## src/rtl/mem_arbiter_pkg.sv

```systemverilog
// mem_arbiter_pkg: shared widths, FSM state and requester IDs for the memory arbiter.
package mem_arbiter_pkg;
  localparam int ARCH_BITS = 32;
  localparam int MEMORY_LINE_BITS = 128;
  typedef enum logic [1:0] {IDLE = 2'd0, BUSY = 2'd1, RESP = 2'd2} stateT;
  typedef enum logic [1:0] {SRC_D = 2'd0, SRC_I = 2'd1, SRC_W = 2'd2} srcT;
  function automatic srcT nextSrc(srcT s);
    return s == SRC_D ? SRC_I : s == SRC_I ? SRC_W : SRC_D;
  endfunction
endpackage

```

## src/rtl/mem_arbiter_select.sv

```systemverilog
// arb_select: combinational winner pick among d/i/w requests.
// MEM_ARBITER_RR_EN selects round-robin from ptr; otherwise fixed d>i>w with starvation escape.
module arb_select
  import mem_arbiter_pkg::*;
(
  input  logic [2:0] reqs,
  input  logic       starveHit,
  input  srcT        ptr,
  output srcT        src
);
`ifdef MEM_ARBITER_RR_EN
  srcT p1, p2;
  logic unusedStarve;
  assign p1 = nextSrc(ptr);
  assign p2 = nextSrc(p1);
  assign src = reqs[ptr] ? ptr : reqs[p1] ? p1 : p2;
  assign unusedStarve = starveHit;
`else
  logic [1:0] unusedPtr;
  assign unusedPtr = ptr;
  assign src = starveHit ? SRC_W : reqs[SRC_D] ? SRC_D : reqs[SRC_I] ? SRC_I : SRC_W;
`endif
endmodule

```

## src/rtl/mem_arbiter.sv

```systemverilog
// mem_arbiter: serves i-cache reads, d-cache reads and store-buffer writes on one fixed-latency memory port.
// Build with MEM_ARBITER_RR_EN for round-robin selection instead of fixed priority.
module mem_arbiter #(
  parameter int ARCH_BITS    = mem_arbiter_pkg::ARCH_BITS,
  parameter int LINE_BITS    = mem_arbiter_pkg::MEMORY_LINE_BITS,
  parameter int OFFSET_BITS  = 4,
  parameter int MEM_LATENCY  = 4,
  parameter int STARVE_LIMIT = 8
) (
  input  logic                 clk,
  input  logic                 rst,
  input  logic                 iReq,
  input  logic [ARCH_BITS-1:0] iAddr,
  output logic [LINE_BITS-1:0] iLine,
  output logic                 iValid,
  input  logic                 dReq,
  input  logic [ARCH_BITS-1:0] dAddr,
  output logic [LINE_BITS-1:0] dLine,
  output logic                 dValid,
  input  logic                 wReq,
  input  logic [ARCH_BITS-1:0] wAddr,
  input  logic [LINE_BITS-1:0] wLine,
  output logic                 wAck,
  output logic [ARCH_BITS-1:0] memAddr,
  output logic                 memRE,
  output logic                 memWE,
  output logic [LINE_BITS-1:0] memWData,
  input  logic [LINE_BITS-1:0] memRData
);
  import mem_arbiter_pkg::*;
  localparam int SW = $clog2(STARVE_LIMIT + 1);
  stateT state;
  srcT src, ptr, pick, respSrc;
  logic [3:0] cnt;
  logic [SW-1:0] starve;
  logic [2:0] reqs;
  logic anyReq, starveHit, goResp;
  logic [ARCH_BITS-1:0] addr;
  assign reqs = {wReq, iReq, dReq};
  assign anyReq = |reqs;
  assign starveHit = wReq && starve == SW'(STARVE_LIMIT);
  assign addr = pick == SRC_D ? dAddr : pick == SRC_I ? iAddr : wAddr;
  // goResp marks the edge that enters RESP; pulses are registered on that edge
  assign goResp = state == IDLE ? anyReq && MEM_LATENCY == 1 : state == BUSY && cnt == 4'd1;
  assign respSrc = state == IDLE ? pick : src;
  assign iLine = iValid ? memRData : '0;
  assign dLine = dValid ? memRData : '0;
  arb_select uSel (.reqs(reqs), .starveHit(starveHit), .ptr(ptr), .src(pick));
  always_ff @(posedge clk or negedge rst)
    if (!rst) begin
      state    <= IDLE;
      cnt      <= '0;
      starve   <= '0;
      src      <= SRC_D;
      ptr      <= SRC_D;
      memAddr  <= '0;
      memWData <= '0;
      iValid   <= 1'b0;
      dValid   <= 1'b0;
      wAck     <= 1'b0;
      memRE    <= 1'b0;
      memWE    <= 1'b0;
    end else begin
      iValid <= goResp && respSrc == SRC_I;
      dValid <= goResp && respSrc == SRC_D;
      wAck   <= goResp && respSrc == SRC_W;
      memRE  <= goResp && respSrc != SRC_W;
      memWE  <= goResp && respSrc == SRC_W;
      case (state)
        IDLE: begin
          starve <= (!wReq || pick == SRC_W) ? '0 : starve == SW'(STARVE_LIMIT) ? starve : starve + SW'(1);
          if (anyReq) begin
            state   <= goResp ? RESP : BUSY;
            cnt     <= 4'(MEM_LATENCY - 1);
            src     <= pick;
            ptr     <= nextSrc(pick);
            memAddr <= {addr[ARCH_BITS-1:OFFSET_BITS], {OFFSET_BITS{1'b0}}};
            if (pick == SRC_W) memWData <= wLine;
          end
        end
        BUSY: begin
          if (cnt == 4'd1) state <= RESP;
          cnt <= cnt - 4'd1;
        end
        default: state <= IDLE;
      endcase
    end
endmodule

```

## config.mk

```make
export PLATFORM = sky130hd
export DESIGN_NAME = mem_arbiter
export DESIGN_NICKNAME = d
export VERILOG_FILES = /design/src/rtl/mem_arbiter_pkg.sv /design/src/rtl/mem_arbiter_select.sv /design/src/rtl/mem_arbiter.sv
export SDC_FILE = /design/constraint.sdc
export NUM_CORES = 1
export LEC_CHECK = 0
export CORE_AREA = 2 2 299 301
export DETAILED_ROUTE_END_ITERATION = 10
export DIE_AREA = 0 0 301 303
export DONT_BUFFER_PORTS = 1
export SLEW_MARGIN = 20
export SYNTH_ARGS = -nofsm -noshare
export SYNTH_HDL_FRONTEND = slang
export SYNTH_HIERARCHICAL = 1
export SYNTH_SLANG_ARGS = --single-unit
export TNS_END_PERCENT = 20
```

## constraint.sdc

```tcl
create_clock -name clk -period 2.9 [get_ports clk]
set_clock_uncertainty 0.2 [all_clocks]
set_input_delay 0.29 -clock clk [delete_from_list [all_inputs] [get_ports clk]]
set_output_delay 0.29 -clock clk [all_outputs]
set_load 0.01 [all_outputs]
```

== Word level (Yosys, flattened, before mapping) ==
Index checks and enable logic that the tools add are counted.

* Bits in registers: 172
* Bits of input ports: 357
* Output and inout port bits: 421
* Logic and storage cells: 58

* Add/subtract/negate cells: 2
* Equality and inequality tests: 11
* Muxes and demuxes: 17
* Reductions and logical operators: 18

{| class="wikitable"
|+ Operator list
! cell !! count
|-
| two-way mux 128 bit || 2
|-
| two-way mux 32 bit || 2
|-
| two-way mux 2 bit || 7
|-
| two-way mux 4 bit || 3
|-
| case mux 4 bit (2 select lines) || 1
|-
| AND reduction 2 bit || 4
|-
| == test 2 x 1 -> 1 bit (second input constant) || 3
|-
| logical AND 1 bit || 6
|-
| zero test 2 bit || 3
|-
| adder 4 x 1 -> 4 bit (second input constant) || 1
|-
| == test 2 bit (second input constant) || 2
|-
| == test 4 x 1 -> 1 bit (second input constant) || 1
|-
| == test 4 bit (second input constant) || 1
|-
| != test 2 x 1 -> 1 bit (second input constant) || 2
|-
| != test 2 bit (second input constant) || 2
|-
| case mux 2 bit (2 select lines) || 1
|-
| subtractor 4 x 1 -> 4 bit (second input constant) || 1
|-
| AND reduction 3 bit || 1
|-
| OR reduction 3 bit || 1
|-
| nonzero test 2 bit || 1
|-
| zero test 1 bit || 1
|-
| logical OR 1 bit || 1
|-
| two-way mux 1 bit || 1
|}

== Depth between registers and ports, before layout ==
* Depth in word-level cells: 7
* Depth in mapped cells: 11
* Mapped depth without buffers: 8

== Hierarchy ==
Netlist, hierarchy kept.

{| class="wikitable"
|+ Modules (own cells, without submodules)
! module !! instances !! cells each !! area each (um^2) !! sequential area each (um^2)
|-
| mem_arbiter || 1 || 790 || 9482.8 || 4354.2
|-
| arb_select || 1 || 2 || 20.0 || 0.0
|}

== Worst setup path after synthesis ==
Ideal clock, no wire load.

* Path type: register to register
* Start: register starve[0]
* End: register memWData[0]
* Library setup time: 0.125 ns
* Data arrival time: 2.155 ns
* Required time: 2.575 ns
* Path slack: 0.420 ns
* Stages on the path, launching flop included: 12
* Buffers on the path: 3
* Period minus slack after synthesis: 2.480 ns
* Cell sequence: dfrtp_1 inv_1 ha_1 and3b_1 and2_1 nor3b_2 clkbuf_1 nand2b_1 nor3_4 buf_12 buf_12 mux2_4

* Cells in the longest elaborated chain, start to end: 5

{| class="wikitable"
|+ RTL lines
! element !! RTL line !! RTL
|-
| start: declaration || mem_arbiter.sv:35 || <nowiki>logic [SW-1:0] starve;</nowiki>
|-
| start signal: assignment || mem_arbiter.sv:71 || <nowiki>starve <= (!wReq || pick == SRC_W) ? '0 : starve == SW'(STARVE_LIMIT) ? starve : starve + SW'(1);</nowiki>
|-
| == test 4 bit || mem_arbiter.sv:41 || <nowiki>assign starveHit = wReq && starve == SW'(STARVE_LIMIT);</nowiki>
|-
| logical AND 1 bit || mem_arbiter.sv:41 ||
|-
| named net starveHit || mem_arbiter.sv:37 || <nowiki>logic anyReq, starveHit, goResp;</nowiki>
|-
| two-way mux 2 bit || mem_arbiter_select.sv:21 || <nowiki>assign src = starveHit ? SRC_W : reqs[SRC_D] ? SRC_D : reqs[SRC_I] ? SRC_I : SRC_W;</nowiki>
|-
| named net pick[0] || mem_arbiter.sv:33 || <nowiki>srcT src, ptr, pick, respSrc;</nowiki>
|-
| == test 2 bit || mem_arbiter.sv:78 || <nowiki>if (pick == SRC_W) memWData <= wLine;</nowiki>
|-
| AND reduction 3 bit (no source line) || n/a ||
|-
| end signal: assignment || mem_arbiter.sv:78 ||
|-
| end: declaration || mem_arbiter.sv:27 || <nowiki>output logic [LINE_BITS-1:0] memWData,</nowiki>
|}

The timed path passes the listed nets, and every way through them passes these cells.
A chain may end at the register's enable or synchronous reset.

== Worst setup path in the final report ==
* Start: register starve[0]
* End: register memAddr[29]

* Cells in the longest elaborated chain, start to end: 6
* Elaborated cells between the ends (all ways): 7
* Classes of those cells: eq/ne (2); mux (3); reduce/logical (2)

{| class="wikitable"
|+ RTL lines
! element !! RTL line !! RTL
|-
| == test 4 bit (*) || mem_arbiter.sv:41 ||
|-
| logical AND 1 bit (*) || mem_arbiter.sv:41 ||
|-
| named net starveHit || mem_arbiter.sv:37 ||
|-
| two-way mux 2 bit (*) || mem_arbiter_select.sv:21 ||
|-
| named net pick[0] || mem_arbiter.sv:33 ||
|-
| == test 2 x 1 -> 1 bit || n/a ||
|-
| two-way mux 32 bit || mem_arbiter.sv:42 || <nowiki>assign addr = pick == SRC_D ? dAddr : pick == SRC_I ? iAddr : wAddr;</nowiki>
|-
| two-way mux 32 bit (*) || mem_arbiter.sv:42 ||
|-
| end signal: assignment || mem_arbiter.sv:77 || <nowiki>memAddr <= {addr[ARCH_BITS-1:OFFSET_BITS], {OFFSET_BITS{1'b0}}};</nowiki>
|-
| end: declaration || mem_arbiter.sv:24 || <nowiki>output logic [ARCH_BITS-1:0] memAddr,</nowiki>
|}

The timed path passes the listed nets; every way through them passes the cells marked *.

==> qor.yml <==
numPortBuffers: 0
intPower_mw: 6.89
worstRegToRegCells: 11
hold_buffers: 201
crit_path_start_kind: "register"
clk_pin_slew_worst_paths_ns: 0.09
cts_tree: "yes"
violations: "hold timing"
fill_cells: 9701
area_delta_synth_final_pct: 43.8
cp-end-kind: "register"
fmax_ghz: 0.359
grt_pass1_wl_mm: 69.8
core_sq_mm: 0.0880
ff2ff_setup_slack_ns: 0.11
wl_mm: 57.8
p_comb_frac: 0.320
crit_path_max_fanout: 4
cts.sinks: 172
drtIter0Drc: 304
gp_congestion: 0.904
p_seq_frac: 0.474
grt_pass1_vias: 7103
multi_input_area_sq_mm: 0.00466
final-setup-viol-count: 0
wire_per_inst_microns: 26.5
synthCells: 785
ys_warn_count: 6
power.switching_mw: 4.55
cts_buffers: 17
cap_violations: 0
outcome: "finished, violations left"
crit_type: "reg2reg"
synth_area_sq_mm: 0.00942
utilization: 0.154
grt-ovfl-total: 0
start_util: 0.107
clk_latency_ns: 0.48
rr_endpoint: "memAddr[29]$_DFFE_PN0P_"
track_usage: 0.118
p_per_area_mw_per_mm2: 844
seq_area_sq_mm: 0.00431
swShare: 0.398
clock_power_share: 0.206
drive_gt1_frac: 0.209
holdWs_ns: -0.689
layout.nets: 1337
htreeDepth: 4
relSlewSlack: 0.455
antenna_left: 0
drc: 0
hold_violations: 172
synth.avg_cell_area_sq_um: 12.0
fp.dieArea_sq_mm: 0.0912
rsz0062_at_grt: "true"
rows: 109
finalCriticalPeriod_ns: 2.79
finalMaxSlewViolations: 0
vias_per_cell: 3.32
die_y_microns: 303
min_path_type: "in2async"
cts_root_buf: "clkbuf_16"
reg2reg_from: "starve[0]$_DFFE_PN0P_"
clk_path_buf_depth: 2
crit_arrival_ns: 2.93
grt_antenna_before_repair: 43
cp.required_ns: 3.04
p_leak_nw: 5.45
dp_hpwl_mm: 46.3
die_x_microns: 301
grt_max_degree: 173
peakVddDrop_uv: 576
min_period_over_period: 0.961
routed-via-count: 7236
first_pass_iters: 4
ios: 778
worst_slew_pin_slew_ns: 0.817
[critical path: stages, from the launching register on]
cell and delay (ns):
dfrtp_1 0.40, inv_1 0.06, ha_1 0.19, and3b_1 0.21
and2_1 0.20, nor3b_4 0.26, buf_12 0.18, buf_4 0.18
mux2i_1 0.23, buf_4 0.19, o21ai_0 0.09, mux2_2 0.29
[through the flow]
stage	power, mW	setup WS (ns)	TNS [ns]	instance area (sq um)	instances
floorplan	7.67	0.423	0	9440	788
global placement	8.67	-0.389	-0.389	10700	1910
detailed placement	8.78	-0.485	-0.485	10700	1910
CTS	11.5	0.0237	0	13400	2147
global route	12.0	0.00757	0	13500	2156
finish	11.4	0.114	0	13600	2179
[routing by layer]
layer,routed length (microns),up-vias,GRT usage
met5,0,-,0
li1,-,2980,-
met3,5600,123,0.0456
met4,2300,0,0.0418
met2,31900,575,0.235
met1,18000,3558,0.106
[how the worst max path moves through the flow]
stage | start | end | slack [ns]
2_1_floorplan | starve[0]$_DFFE_PN0P_ | memWData[0]$_DFFE_PN0P_ | 0.42
5_1_grt | starve[1]$_DFFE_PN0P_ | memWData[9]$_DFFE_PN0P_ | 0.008
4_1_cts | starve[0]$_DFFE_PN0P_ | memWData[50]$_DFFE_PN0P_ | 0.02
6_report | starve[0]$_DFFE_PN0P_ | memAddr[29]$_DFFE_PN0P_ | 0.11
3_3_place_gp | starve[0]$_DFFE_PN0P_ | memAddr[27]$_DFFE_PN0P_ | -0.39
3_5_place_dp | starve[0]$_DFFE_PN0P_ | memAddr[27]$_DFFE_PN0P_ | -0.49
[power by group through the flow]
stage          Clock [mW]  Combinational [mW]  Sequential (mW)
4_1_cts              2.46                3.58             5.45
3_5_place_dp            0                3.34             5.44
3_3_place_gp            0                3.21             5.46
5_1_grt              2.53                3.92             5.58
6_report             2.36                3.66             5.42
2_1_floorplan           0                2.92             4.76
[state kept, by name (all words and copies together), names as in the netlist, 2 cells and up]
signal	flops
memAddr	28
state	2
memWData	128
cnt	4
src	2
starve	4
[cell usage in the layout, fill, tap and decap left out, types with 8 or more instances in the layout]
master         count
and2_1           257
dlygate4sd3_1    201
dfrtp_1          170
mux2_4           100
mux2_2            37
nand2_1           31
o21ai_0           30
mux2i_1           29
diode_2           25
mux2_1            22
clkbuf_16         20
buf_4             18
inv_1              9
inv_8              8
[repair_timing]
item,CTS,global route
pin swaps,1,1
setup buffers,3,4
setup endpoints to repair,1,128
endpoints found under the hold margin,333,172
gates cloned,1,3
gates resized for setup,2,4
[layout make-up]
type | instances | share of cell area
Antenna cell | 25 | 0.00462
Sequential cell | 172 | 0.318
Multi-Input combinational cell | 545 | 0.344
Clock buffer | 17 | 0.0314
Inverter | 9 | 0.00249
Tap cell | 1165 | 0.108
Clock inverter | 15 | 0.0126
Timing Repair Buffer | 231 | 0.179
(Power assumes the default switching activity.)
